<file path="config.mk">
export PLATFORM = sky130hd
export DESIGN_NAME = imem_loader
export DESIGN_NICKNAME = d
export VERILOG_FILES = /design/src/rtl/imem_loader_pkg.sv /design/src/rtl/imem_byte_serializer.sv /design/src/rtl/imem_loader.sv
export SDC_FILE = /design/constraint.sdc
export NUM_CORES = 1
export LEC_CHECK = 0
export CORE_ASPECT_RATIO = 0.5
export CORE_UTILIZATION = 42
export CTS_CLUSTER_SIZE = 10
export DETAILED_ROUTE_END_ITERATION = 8
export GPL_TIMING_DRIVEN = 0
export PLACE_DENSITY = 0.77
export SLEW_MARGIN = 20
export SYNTH_ARGS = -nofsm -noshare
export SYNTH_HDL_FRONTEND = slang
export SYNTH_SLANG_ARGS = --single-unit
</file>
<file path="constraint.sdc">
create_clock -name clk -period 4.9 [get_ports clk]
set_input_delay 0.98 -clock clk [delete_from_list [all_inputs] [get_ports clk]]
set_output_delay 0.98 -clock clk [all_outputs]
set_load 0.02 [all_outputs]
</file>
<file path="src/rtl/imem_loader_pkg.sv">
// Shared types and constants for the instruction-memory loader.
// Build option IMEM_BYTE_WIDE_EN selects the byte-wide (1024x8) memory target.
package imem_loader_pkg;

  localparam int IMEM_DEPTH_WORDS = 256;
  localparam int IMEM_BYTE_ADDR_W = 10;
  localparam int IMEM_WORD_IDX_W  = IMEM_BYTE_ADDR_W - 2;

`ifdef IMEM_BYTE_WIDE_EN
  typedef enum logic [2:0] {
    ST_IDLE  = 3'd0,
    ST_LOAD  = 3'd1,
    ST_BYTES = 3'd2,
    ST_DONE  = 3'd4
  } loader_state_t;
`else
  typedef enum logic [2:0] {
    ST_IDLE  = 3'd0,
    ST_LOAD  = 3'd1,
    ST_DRAIN = 3'd3,
    ST_DONE  = 3'd4
  } loader_state_t;
`endif

endpackage

</file>
<file path="src/rtl/imem_byte_serializer.sv">
// Splits one accepted 32-bit word into four little-endian byte writes.
// Only instantiated when IMEM_BYTE_WIDE_EN is defined.
module imem_byte_serializer
  import imem_loader_pkg::*;
(
  input  logic                        clk,
  input  logic                        reset,
  input  logic                        load,
  input  logic [31:0]                 word,
  input  logic [IMEM_WORD_IDX_W-1:0]  word_idx,
  output logic                        byte_we,
  output logic [IMEM_BYTE_ADDR_W-1:0] byte_addr,
  output logic [7:0]                  byte_data,
  output logic                        last_byte
);

  logic                       active_q, active_d;
  logic [1:0]                 cnt_q, cnt_d;
  logic [31:0]                word_q, word_d;
  logic [IMEM_WORD_IDX_W-1:0] idx_q, idx_d;

  always_comb begin
    active_d = active_q;
    cnt_d    = cnt_q;
    word_d   = word_q;
    idx_d    = idx_q;
    if (load) begin
      active_d = 1'b1;
      cnt_d    = '0;
      word_d   = word;
      idx_d    = word_idx;
    end else if (active_q) begin
      cnt_d = cnt_q + 2'd1;
      if (cnt_q == 2'd3) active_d = 1'b0;
    end
  end

  always_ff @(posedge clk or posedge reset) begin
    if (reset) begin
      active_q <= 1'b0;
      cnt_q    <= '0;
      word_q   <= '0;
      idx_q    <= '0;
    end else begin
      active_q <= active_d;
      cnt_q    <= cnt_d;
      word_q   <= word_d;
      idx_q    <= idx_d;
    end
  end

  always_comb begin
    case (cnt_q)
      2'd0:    byte_data = word_q[7:0];
      2'd1:    byte_data = word_q[15:8];
      2'd2:    byte_data = word_q[23:16];
      default: byte_data = word_q[31:24];
    endcase
  end

  assign byte_we   = active_q;
  assign byte_addr = {idx_q, cnt_q};
  assign last_byte = active_q && (cnt_q == 2'd3);

endmodule

</file>
<file path="src/rtl/imem_loader.sv">
// Streams host instruction words into the instruction memory and holds the
// CPU in reset until loading completes. IMEM_BYTE_WIDE_EN selects byte writes.
module imem_loader
  import imem_loader_pkg::*;
#(
  parameter int DEPTH_WORDS = IMEM_DEPTH_WORDS,
  parameter int CNT_W       = 9
) (
  input  logic                        clk,
  input  logic                        reset,
  input  logic                        start,
  input  logic [CNT_W-1:0]            word_count,
  input  logic                        in_valid,
  input  logic [31:0]                 in_data,
  output logic                        in_ready,
  output logic                        mem_we,
  output logic [IMEM_BYTE_ADDR_W-1:0] mem_addr,
  output logic [31:0]                 mem_wdata,
  output logic                        cpu_reset,
  output logic                        busy,
  output logic                        done,
  output logic [CNT_W-1:0]            loaded_count
);

  loader_state_t    state_q, state_d;
  logic [CNT_W-1:0] target_q, target_d;
  logic [CNT_W-1:0] loaded_q, loaded_d;
  logic             in_ready_q, in_ready_d;
  logic             busy_q, busy_d;
  logic             done_q, done_d;
  logic             cpu_reset_q, cpu_reset_d;

  logic [CNT_W-1:0] clamped;
  logic [CNT_W-1:0] loaded_inc;
  logic             accept;

  assign clamped    = (word_count > CNT_W'(DEPTH_WORDS)) ? CNT_W'(DEPTH_WORDS) : word_count;
  assign loaded_inc = loaded_q + CNT_W'(1);
  assign accept     = in_valid && in_ready_q;

`ifdef IMEM_BYTE_WIDE_EN
  logic                        ser_load;
  logic                        ser_last;
  logic                        ser_we;
  logic [IMEM_BYTE_ADDR_W-1:0] ser_addr;
  logic [7:0]                  ser_data;

  imem_byte_serializer u_ser (
    .clk       (clk),
    .reset     (reset),
    .load      (ser_load),
    .word      (in_data),
    .word_idx  (IMEM_WORD_IDX_W'(loaded_q)),
    .byte_we   (ser_we),
    .byte_addr (ser_addr),
    .byte_data (ser_data),
    .last_byte (ser_last)
  );
`else
  logic                        mem_we_q, mem_we_d;
  logic [IMEM_BYTE_ADDR_W-1:0] mem_addr_q, mem_addr_d;
  logic [31:0]                 mem_wdata_q, mem_wdata_d;
`endif

  always_comb begin
    state_d     = state_q;
    target_d    = target_q;
    loaded_d    = loaded_q;
    in_ready_d  = 1'b0;
    busy_d      = busy_q;
    done_d      = done_q;
    cpu_reset_d = cpu_reset_q;
`ifdef IMEM_BYTE_WIDE_EN
    ser_load    = 1'b0;
`else
    mem_we_d    = 1'b0;
    mem_addr_d  = mem_addr_q;
    mem_wdata_d = mem_wdata_q;
`endif
    case (state_q)
      ST_IDLE, ST_DONE: begin
        if (start) begin
          target_d = clamped;
          loaded_d = '0;
          if (clamped == '0) begin
            state_d     = ST_DONE;
            busy_d      = 1'b0;
            done_d      = 1'b1;
            cpu_reset_d = 1'b0;
          end else begin
            state_d     = ST_LOAD;
            in_ready_d  = 1'b1;
            busy_d      = 1'b1;
            done_d      = 1'b0;
            cpu_reset_d = 1'b1;
          end
        end
      end
      ST_LOAD: begin
        in_ready_d = 1'b1;
        if (accept) begin
          loaded_d = loaded_inc;
`ifdef IMEM_BYTE_WIDE_EN
          ser_load   = 1'b1;
          state_d    = ST_BYTES;
          in_ready_d = 1'b0;
`else
          mem_we_d    = 1'b1;
          mem_addr_d  = IMEM_BYTE_ADDR_W'(loaded_q);
          mem_wdata_d = in_data;
          if (loaded_inc == target_q) begin
            state_d    = ST_DRAIN;
            in_ready_d = 1'b0;
          end
`endif
        end
      end
`ifdef IMEM_BYTE_WIDE_EN
      // The final byte write ends at this edge, so release the core here.
      ST_BYTES: begin
        if (ser_last) begin
          if (loaded_q == target_q) begin
            state_d     = ST_DONE;
            busy_d      = 1'b0;
            done_d      = 1'b1;
            cpu_reset_d = 1'b0;
          end else begin
            state_d    = ST_LOAD;
            in_ready_d = 1'b1;
          end
        end
      end
`else
      ST_DRAIN: begin
        state_d     = ST_DONE;
        busy_d      = 1'b0;
        done_d      = 1'b1;
        cpu_reset_d = 1'b0;
      end
`endif
      default: state_d = ST_IDLE;
    endcase
  end

  always_ff @(posedge clk or posedge reset) begin
    if (reset) begin
      state_q     <= ST_IDLE;
      target_q    <= '0;
      loaded_q    <= '0;
      in_ready_q  <= 1'b0;
      busy_q      <= 1'b0;
      done_q      <= 1'b0;
      cpu_reset_q <= 1'b1;
    end else begin
      state_q     <= state_d;
      target_q    <= target_d;
      loaded_q    <= loaded_d;
      in_ready_q  <= in_ready_d;
      busy_q      <= busy_d;
      done_q      <= done_d;
      cpu_reset_q <= cpu_reset_d;
    end
  end

`ifdef IMEM_BYTE_WIDE_EN
  assign mem_we    = ser_we;
  assign mem_addr  = ser_addr;
  assign mem_wdata = {24'h0, ser_data};
`else
  always_ff @(posedge clk or posedge reset) begin
    if (reset) begin
      mem_we_q    <= 1'b0;
      mem_addr_q  <= '0;
      mem_wdata_q <= '0;
    end else begin
      mem_we_q    <= mem_we_d;
      mem_addr_q  <= mem_addr_d;
      mem_wdata_q <= mem_wdata_d;
    end
  end

  assign mem_we    = mem_we_q;
  assign mem_addr  = mem_addr_q;
  assign mem_wdata = mem_wdata_q;
`endif

  assign in_ready     = in_ready_q;
  assign busy         = busy_q;
  assign done         = done_q;
  assign cpu_reset    = cpu_reset_q;
  assign loaded_count = loaded_q;

endmodule

</file>
==> run metrics, run 1 <==
synth top area cells=dfrtp_1 (55%), nand2_1 (18%), o21ai_0 (3.2%), nand2b_1 (2.3%), xor2_1 (1.2%); worst reg2reg path endpoint=in_ready; commonest cells in the netlist=nand2_1 (140), dfrtp_1 (66), o21ai_0 (19); non-filler cells, final=541; crit-path most repeated cell=nor4_1; CP required=5.13 ns; Clock transition at path regs=approximately 0.050 ns; FP Rows=21; minimum clock period=2.57 ns; maximum VDD drop=about 0.00019 V; Layout Nets=490; hpwl dp=5.09 mm; GRT overflow=0; area leader, netlist=dfrtp_1; Mapped Cells=334; first-pass GRT wire length=11.4 mm; CTS HTree Levels=3; Worst Hold Path EP=mem_wdata[27]; Yosys cell types=46; top_reg_cell synth=dfrtp_1; hold bufs inserted after CTS=0; Post-Syn Area=3000 sq um; kind of start point of the critical path=primary input; initial antenna violation count=0; R2R Path Start=loaded_count[1]; Fmax achieved=0.390 GHz; Final Hold Vio Count=0; main combinational cell family by area after synthesis=simple AND/OR/NAND/NOR gates; post-synthesis simple-gate area fraction=27.7%; endpoint class of the critical path=flip-flop; CTS buffer count=9; fin crit share=52.4%; r2r setup slk=2.69 ns; CP Cell Sequence=clkdlybuf4s50_1 -> nor4_1 -> nand2_1 -> nor4_1 -> mux2i_1 -> o31ai_1; post-synthesis sequential area ratio=55.9%; Die Ht=61.8 um; number of synthesized flops with an enable pin=0; largest net degree at the start of global routing=40; Vias per Instance=4.90; clk sinks=67; max-slew violations=0; drt wl/cell=roughly 13 um; fraction of registers with async set or reset after synthesis=100%; Layout area overhead=46.9%; Power Dens Cells=587 nW/um^2; critical path arrival=2.80 ns; I/O pins=101; yosys warns=0; most frequent cell after synthesis=nand2_1; syn_nets=380; Hold Path Stages=2; outcome=complete, no violations; DRC viols=0; vias in the first global route=2,394; WS Path Type=primary input to flip-flop; clock buffer depth=2; Routed WL=7.13 mm; register bit total from synthesis=67; Final Skew=0.00476 ns; worst reg-to-reg path cell count=7; Die Area=approximately 7500 sq um; pre-CTS WS=1.99 ns; RSZ-0062 raised after global routing=no; post-synth top area share=55.0%; Placed Cells=~530; Slew @ Worst Pin=0.810 ns; LEAKAGE=2.05 nW; xor/xnor share of the synthesized area=2.04%; TNS Setup=0 ns; crit-path max FO=4; Slew HR=45.5%; Synth Area in Compound Gates=under 10%; Clock Latency Late Sink=0.32 ns; gpl congestion=0.843; CTS root buffer=clkbuf_16; DRT antenna net count=0; Initial Util=44.1%; die width=122 um; Max Cap Violations=0; CTS tree=yes; DR pass1 iterations=4; Initial DRC Count=approximately 240; port bufs=between 90 and 100; CP peak stage delay=0.62 ns; Post-CTS Setup Repair Bufs=0; final setup vio count=0; worst hold path type=flip-flop to flip-flop; critical path's slowest cell=nor4_1; mux cell area share after synthesis=0.709%; Adder-Cell Fraction of Synth Area=0.417%; GRT Util Overall=20.3%; core box area=6810 sq um; antenna diode count=0; syn_area_per_cell=8.98 sq um; ratio of cells with drive above 1 in the final layout=between 6 and 7%; PnR worst setup slack=2.33 ns; Vias=2,650; Hold Startpoint=mem_wdata[27]; # resized after CTS=0
## state kept, by name (all words and copies together) (netlist names)
name	count
busy	1
cpu_reset	1
done	1
in_ready	1
loaded_count	9
mem_addr	9
mem_wdata	32
mem_we	1
state_q	3
target_q	9
## cell type report
type	instances	area [sq um]
inverters	5	21.3
fillers	566	2400
multi-input cells	242	1200
plain buffers	20	103
repair buffers	99	1000
clock inverters	2	35.0
flip-flops and latches	67	1680
clock buffers	14	254
well taps	92	115
## routing by layer
| metal | vias up | routed length (um) | GRT usage, % |
|---|---|---|---|
| met3 | 7 | 371 | 6.11 |
| met4 | 0 | 72 | 7.41 |
| li1 | 1312 | - | - |
| met1 | 1255 | 3400 | 26.8 |
| met2 | 76 | 3290 | 32.5 |
| met5 | - | 0 | 0 |
## layout by cell type (no fill, tap or decap), types with 3 or more instances in the layout
| cell | count |
|---|---|
| a21oi_1 | 4 |
| o41ai_1 | 3 |
| a31oi_1 | 3 |
| o31ai_1 | 3 |
| clkdlybuf4s50_1 | 98 |
| nand3_1 | 5 |
| nor2b_1 | 3 |
| xor2_1 | 4 |
| dfrtp_1 | 66 |
| buf_2 | 4 |
| and2_1 | 5 |
| nand2b_1 | 11 |
| clkbuf_1 | 12 |
| buf_1 | 4 |
| o21ai_0 | 19 |
| nor2_1 | 8 |
| nand2_1 | 140 |
| clkbuf_16 | 9 |
| inv_1 | 3 |
| xnor2_1 | 3 |
## power breakdown
| part | internal (mW) | switching (mW) | total, mW | leakage [nW] |
|---|---|---|---|---|
| combinational | 0.488 | 0.591 | 1.08 | 1.05 |
| sequential | 0.761 | 0.124 | 0.885 | 0.858 |
| clock | 0.407 | 0.219 | 0.626 | 0.141 |
## worst max path at each step
stage	from	endpoint	slack (ns)	cells past startpoint
2_1_floorplan	reset	busy	2.24	1
3_3_place_gp	reset	target_q[1]	1.10	2
3_5_place_dp	word_count[5]	state_q[2]	1.99	6
4_1_cts	word_count[5]	state_q[2]	2.32	6
5_1_grt	word_count[5]	state_q[2]	2.19	6
6_report	word_count[5]	state_q[2]	2.33	6
## logic make-up after synthesis
logic type,Yosys count
flops,67
compound gates,42
simple gates,189
fa+ha+maj,1
mux,2
buf+inv,25
xor+xnor,7
other cells,1
## worst max-delay path, delay by kind of cell
family | cells | cell delay (ns)
AND/OR/NAND/NOR | 3 | 0.99
AO/OA/AOI/OAI | 1 | 0.23
buffers and inverters | 1 | 0.42
multiplexers | 1 | 0.16
## per-stage QoR
step                cell area [sq um]  total power [mW]  utilization (%)  hold WS, ns
floorplan                        3000              1.49                -        0.455
global placement                 4100              1.94             60.2        0.457
detailed placement               4120              1.97             60.5        0.461
CTS                              4410              2.61             64.8        0.475
global route                     4410              2.77             64.8        0.485
finish                           4410              2.59             64.8        0.470
(Power assumes the default switching activity.)
==> inputs of run 2 (changes only) <==
==> constraint.sdc (replaced) <==
create_clock -name clk -period 2.4 [get_ports clk]
set_input_delay 0.48 -clock clk [delete_from_list [all_inputs] [get_ports clk]]
set_output_delay 0.48 -clock clk [all_outputs]
set_load 0.02 [all_outputs]
==> results of run 2 <==
Same layout as run 1 (identical final DEF). Status: complete, no violations.
Main changes from that run: setup slack after placement 1.99 ns -> -0.0133 ns; setup slack after layout 2.33 ns -> 0.190 ns; start point of the critical path word_count[5] -> loaded_count[1]; end point of the critical path state_q[2] -> in_ready; register-to-register setup slack 2.69 ns -> 0.19 ns; total power 2.59 mW -> 5.29 mW; worst IR drop on VDD 0.000190 V -> 0.000388 V
==> inputs of run 3 (changes only) <==
--- a/config.mk
+++ b/config.mk
@@ -14,4 +14,5 @@
 export SLEW_MARGIN = 20
 export SYNTH_ARGS = -nofsm -noshare
 export SYNTH_HDL_FRONTEND = slang
+export SYNTH_HIERARCHICAL = 1
 export SYNTH_SLANG_ARGS = --single-unit
==> results of run 3 <==
Same layout as run 1 (identical final DEF). Status: complete, no violations.
Main changes from that run: Yosys warning count 0 -> 6; setup slack after placement 1.99 ns -> -0.0133 ns; setup slack after layout 2.33 ns -> 0.190 ns; start point of the critical path word_count[5] -> loaded_count[1]; end point of the critical path state_q[2] -> in_ready; register-to-register setup slack 2.69 ns -> 0.19 ns; total power 2.59 mW -> 5.29 mW; worst IR drop on VDD 0.000190 V -> 0.000388 V
==> variant 1 (flow settings as in run 2) <==
Change the parameter `CNT_W` from 9 to 18.
--- a/src/rtl/imem_loader.sv
+++ b/src/rtl/imem_loader.sv
@@ -5,5 +5,5 @@
 #(
   parameter int DEPTH_WORDS = IMEM_DEPTH_WORDS,
-  parameter int CNT_W       = 9
+  parameter int CNT_W       = 18
 ) (
   input  logic                        clk,
Ports: changed (resized loaded_count and word_count); port bits go from 101 to 119. The function was not compared with the original's and may differ.
==> variant 1 against run 2 <==
Design area is 31% higher. Area after synthesis is 33% higher. Final cell count is 28% higher. Routed wire length is 53% higher. Largest power group unchanged. Largest cell class unchanged. Global-route usage is 2.4 points higher. Sequential cell count is 19 higher. Die area is 32% higher. Total power is 9.5% higher. Sequential power is 14% higher. Worst setup slack worse by 140 ps.
==> variant 1: results (changes against run 2) <==
** Worst setup path
- Worst R2R Start :: loaded_count[0]
- Cell depth of the worst flop-to-flop path :: 7 (unchanged)
- The register-to-register setup slack was 50 ps (-140 ps).
- Peak fanout along the critical path :: 6 (-4)
- In this run the critical register-to-register path is captured at in_ready.
- Arrival time at the worst endpoint :: 2580 ps (+190 ps)

** Yosys
- Post-synth top flop :: sky130_fd_sc_hd__dfrtp_1
- The synthesis warning total came to 0 (unchanged).
- Sorting the synthesized cells by area gives the leading types as sky130_fd_sc_hd__dfrtp_1, sky130_fd_sc_hd__nand2_1, sky130_fd_sc_hd__o21ai_0, sky130_fd_sc_hd__xnor2_1, sky130_fd_sc_hd__xor2_1.
- Sequential element share of the synthesized area :: 54.1% (-1.8 points)
- Top cell types by occurrence after synthesis :: sky130_fd_sc_hd__nand2_1, sky130_fd_sc_hd__dfrtp_1, sky130_fd_sc_hd__o21ai_0, sky130_fd_sc_hd__nor2_1
- Async set-reset flop share out of synthesis :: 100% (unchanged)
- The number of different library cells in the post-synthesis netlist was 49 (+6.5%).
- The number of nets in the synthesized netlist is 488 (+28%).

** Placed design
- The final estimated routing congestion in global placement was 0.846 (+0.31%).
- Placement-stage worst setup slack :: -453 ps (-440 ps)
- The port buffer count came to 118 (+20%).
- The post-detailed-placement half-perimeter wirelength was 7.56 mm (+49%).

** Timing
- Max-slew headroom at the worst pin :: 51.4% (+5.9 points)
- Final critical-path share of the clock period :: 98.0% (+5.9 points)
- Worst-case clock skew :: 3.93 ps (-0.824 ps)
- The tightest hold margin is 473 ps (+2.81 ps).

** Global routing
- The via count of the first global-routing pass came to 3529 (+47%).
- Number of antenna violations at the first check in global routing :: 0 (unchanged)
- Pin count of the biggest net entering global routing :: 33 (-18%)
- Total Routing Usage GR :: 22.8% (+2.4 points)
- First-pass GRT wire length :: 17.7 mm (+55%)

** Drt
- The detailed-route wire length was 10.9 mm (+53%).
- Violation count after the first detailed-routing iteration :: 217 (-7.7%)
- Via Count :: 3628 (+37%)
- Pre-antenna DRT Iters :: 4 (unchanged)

** Layout
- The number of flip-flops in the largest register came to 32 (unchanged).
- The final net count came to 623 (+27%).
- Total inserted antenna cells :: 0 (unchanged)
- Layout cell share with drive strength beyond 1 :: 9.08% (+2.2 points)

** Clock network
- Clock-pin slew was measured on the worst setup and hold paths at approximately 60 ps.
- The number of buffers added by the clock tree synthesis step came to 9 (unchanged).
- Root cell of the clock tree :: sky130_fd_sc_hd__clkbuf_16
- Clock latency of the later-clocked register in the worst-skew pair :: 340 ps (+20 ps)
- Total number of H-tree levels :: 3 (unchanged)
- The largest buffer count on any clock path was 2 (unchanged).

** Min path
- In this run the most critical hold path is launched from state_q[0].
- Worst hold path depth :: 1 (-1)
- Sink of the worst hold path :: state_q[2]
- Classification of the worst-slack hold path :: flip-flop to flip-flop

** Power
- The maximum vdd drop was 567 µV (+46%).
- The leakage component of the power was 2.64 nW (+29%).

** Outcome
- The flow ran to the end, and the final reports show no timing, DRC or antenna violations.
[variant 1: cell types whose count changed in the layout (fill, tap and decap cells not counted), sizes merged, moves of 8 or more]
cell,run 2,this run
nand3,6,14
xnor2,3,14
clkdlybuf4s50,98,118
nand2b,11,0
nor2,8,16
a22o,0,8
dfrtp,66,85
[variant 1: per-layer routing]
layer	vias up	global-route usage, %	part of all wire, %
met4	0	5.01	1.1
met3	12	6.30	5.4
met1	1779	29.7	44
met5	-	0	0
li1	1740	-	-
met2	97	38.3	49
[variant 1: repair_timing]
action,4_1_cts,5_1_grt
endpoints found under the setup margin,12,19
pin swaps,0,4
cloned,0,0
buffers inserted,0,5
resized for setup,10,20
[variant 1: per-stage QoR]
stage               instance area (µm²)  util [%]  total power, mW  setup TNS [ps]  instances
global placement                   5310      59.3             4.40           -9060        668
finish                             5780      64.5             5.79               0        690
global route                       5780      64.5             6.12           -5.74        690
floorplan                          3980         -             3.31               0        433
CTS                                5660      63.3             5.80               0        686
detailed placement                 5350      59.8             4.47           -7070        670
[variant 1: worst max-delay path by stage]
stage	to	start	cells after the start
finish	in_ready	loaded_count[0]	7
CTS	in_ready	loaded_count[3]	7
detailed placement	mem_wdata[8]	in_valid	7
global placement	mem_wdata[9]	in_valid	7
global route	in_ready	loaded_count[7]	7
floorplan	in_ready	loaded_count[0]	7
[variant 1: cell type report]
type	instances	area [µm²]
Inverter	7	30.0
Clock buffer	10	239
Multi-Input combinational cell	314	1760
Buffer	25	140
Tap cell	117	146
Sequential cell	86	2150
Fill cell	732	3170
Timing Repair Buffer	125	1270
Clock inverter	6	37.5
[variant 1: power by group]
group	switching [mW]	total [mW]	internal (mW)	leakage [nW]
clock	0.570	1.29	0.723	0.130
combinational	1.40	2.43	1.03	1.39
sequential	0.226	2.07	1.84	1.12
[variant 1: logic make-up after synthesis]
logic type / Yosys count / share of synthesized area, %
adder cells (fa/ha/maj): 1 / 0.314
multiplexers: 2 / 0.503
buffers and inverters: 33 / 3.58
flip-flops: 86 / 54.1
AO/OA/AOI/OAI: 66 / 10.7
AND/OR/NAND/NOR: 220 / 25.3
XOR/XNOR: 25 / 5.50
[variant 1: critical path, cell delays in order (launching register included)]
cell and delay [ps]:
sky130_fd_sc_hd__dfrtp_1 380, sky130_fd_sc_hd__buf_6 150, sky130_fd_sc_hd__nand4_4 140, sky130_fd_sc_hd__or3_4 410, sky130_fd_sc_hd__or4_1 480, sky130_fd_sc_hd__a31oi_1 230
sky130_fd_sc_hd__nand4_1 190, sky130_fd_sc_hd__a31o_1 270
==> variant 2 (flow settings as in run 2) <==
Without the edit above. Register the output `loaded_count` once more, without a reset; this adds one clock of latency there. The other outputs are not delayed to match.
--- a/src/rtl/imem_loader.sv
+++ b/src/rtl/imem_loader.sv
@@ -189,5 +189,7 @@
   assign done         = done_q;
   assign cpu_reset    = cpu_reset_q;
-  assign loaded_count = loaded_q;
+  always_ff @(posedge clk) begin
+    loaded_count <= loaded_q;
+  end
 
 endmodule
Behaviour: not the same (Yosys sat finds a counterexample within 4 cycles, from zero or initial values and one cycle with reset high).
==> variant 2 against run 2 <==
Total power is 7.1% higher. Design area is 3.9% higher. Sequential cell count is 9 higher. Die area is 5.2% higher. Critical path depth is 1 lower. Area after synthesis is 5.3% higher. Routed wire length is 4.9% higher. Worst setup slack better by 76 ps. Combinational power is 5% higher. Non-clock buffer count is 4 lower. Critical endpoint unchanged.
==> variant 2: results (changes against run 2) <==
** Placed design
- Half-perimeter wire length after detailed placement :: 5.46 mm (+7.2%)
- The total instance count after detailed placement was 528 (+0.57%).

** Yosys
- The fraction of the mapped netlist area in adder cells was 0.396% (-0.021 points).
- The post-synthesis mux area share was 0.673% (-0.036 points).
- The share of synthesized flip-flops with an asynchronous set or reset came to 88.2% (-12 points).
- After synthesis, the cell types taking the most area are sky130_fd_sc_hd__dfrtp_1, sky130_fd_sc_hd__nand2_1, sky130_fd_sc_hd__dfxtp_1, sky130_fd_sc_hd__o21ai_0, sky130_fd_sc_hd__xnor2_1.
- The number of different library cells in the post-synthesis netlist came to 44 (-4.3%).
- Post-synthesis share of cell area spent on xor and xnor gates :: 4.47% (+2.4 points)
- Synthesized-area fraction occupied by ao, oa, aoi and oai cells :: 7.21% (-1.8 points)

** Drt
- The number of design-rule violations left by the first detailed-router iteration came to 153 (-35%).
- Post-DR wirelength/cell :: 13.7 µm (+4.3%)
- Avg Vias per Cell :: 4.82 (-1.5%)

** Global routing
- The all-layer global routing usage is 20.8% (+0.46 points).
- First-pass GRT wire length :: 12.6 mm (+11%)
- The global-route met3 utilization is 6.71% (+0.60 points).
- The met1 demand-to-capacity share in global routing came to 27.1% (+0.25 points).

** Min path
- The worst hold path begins at loaded_q[2].

** Worst setup path
- Peak fanout along the critical path :: 9 (-1)
- Arrival time at the worst endpoint :: 2340 ps (-50 ps)
- Setup crit start :: loaded_q[0]
- The register-to-register setup slack came to 270 ps (+80 ps).

** Timing
- Worst-case clock skew :: 5.64 ps (+0.879 ps)

** Layout
- Layout cell share with drive strength beyond 1 :: 7.08% (+0.18 points)
- Net total in the final layout :: 493 (+0.61%)
- Fillers :: 575 (+1.6%)
- Sequential cell area :: 1860 µm² (+11%)
- Non-filler cells in the finished layout :: 544 (+0.55%)

** Outcome
- The run finished with clean final reports.

** Power
- The switching power share of the total is 35.9% (-0.14 points).
- Leak pwr :: 2.12 nW (+3.6%)
## variant 2: changes by cell type after synthesis, moves of 3 or more
| cell | run 2 | this run |
|---|---|---|
| sky130_fd_sc_hd__nand2b_1 | 11 | 8 |
| sky130_fd_sc_hd__or3_1 | 1 | 4 |
| sky130_fd_sc_hd__xnor2_1 | 3 | 8 |
| sky130_fd_sc_hd__dfxtp_1 | 0 | 9 |
| sky130_fd_sc_hd__a21oi_1 | 4 | 7 |
| sky130_fd_sc_hd__o21ai_1 | 0 | 7 |
| sky130_fd_sc_hd__buf_1 | 4 | 0 |
| sky130_fd_sc_hd__nor2b_1 | 3 | 0 |
| sky130_fd_sc_hd__nand2_1 | 140 | 144 |
| sky130_fd_sc_hd__o21ai_0 | 19 | 15 |
## variant 2: worst paths after layout
| path | end | cells after the start |
|---|---|---|
| worst max register to register | in_ready | 6 |
| worst min register to register | loaded_count[2] | 0 |
| worst max-delay path | in_ready | 6 |
| worst min-delay path | loaded_count[2] | 0 |
| max in group asynchronous | cpu_reset | 3 |
| min in group asynchronous | mem_wdata[3] | 2 |
## variant 2: cells by family after synthesis
logic type | Yosys count
buf+inv | 19
mux | 2
other cells | 1
flops | 76
xor+xnor | 14
simple gates | 185
compound gates | 39
fa+ha+maj | 1
## variant 2: routing by layer
layer | routed length, µm | part of all wire (%)
met5 | 0 | 0
met4 | 103 | 1.4
met3 | 403 | 5.4
met2 | 3470 | 46
met1 | 3500 | 47
## variant 2: layout make-up
| cell class | count | share of cell area, % |
|---|---|---|
| clock inverters | 1 | 0.109 |
| repair buffers | 99 | 22.0 |
| flip-flops and latches | 76 | 40.6 |
| inverters | 3 | 0.301 |
| clock buffers | 15 | 6.28 |
| plain buffers | 16 | 1.72 |
| multi-input cells | 242 | 26.5 |
| well taps | 92 | 2.51 |
## variant 2: power groups by stage
stage               Sequential [mW]  Clock (mW)  Combinational (mW)
floorplan                      2.48           0               0.838
global placement               2.05           0                2.28
detailed placement             2.07           0                2.34
CTS                            2.05        1.32                2.35
global route                   2.12        1.38                2.51
finish                         2.05        1.29                2.32
## variant 2: per-stage QoR
| stage | hold slack (ps) | worst slack, ps |
|---|---|---|
| 5_1_grt | 401 | 39.3 |
| 2_1_floorplan | 368 | 238 |
| 4_1_cts | 393 | 279 |
| 3_5_place_dp | 381 | -59.8 |
| 6_report | 393 | 266 |
| 3_3_place_gp | 374 | -949 |
## variant 2: critical path, cell delays in order, from the launching register on
cell	delay (ps)
sky130_fd_sc_hd__dfrtp_1	540
sky130_fd_sc_hd__ha_1	340
sky130_fd_sc_hd__and3_1	250
sky130_fd_sc_hd__nand2_1	80
sky130_fd_sc_hd__or3_1	420
sky130_fd_sc_hd__a311oi_2	270
sky130_fd_sc_hd__a21boi_1	110
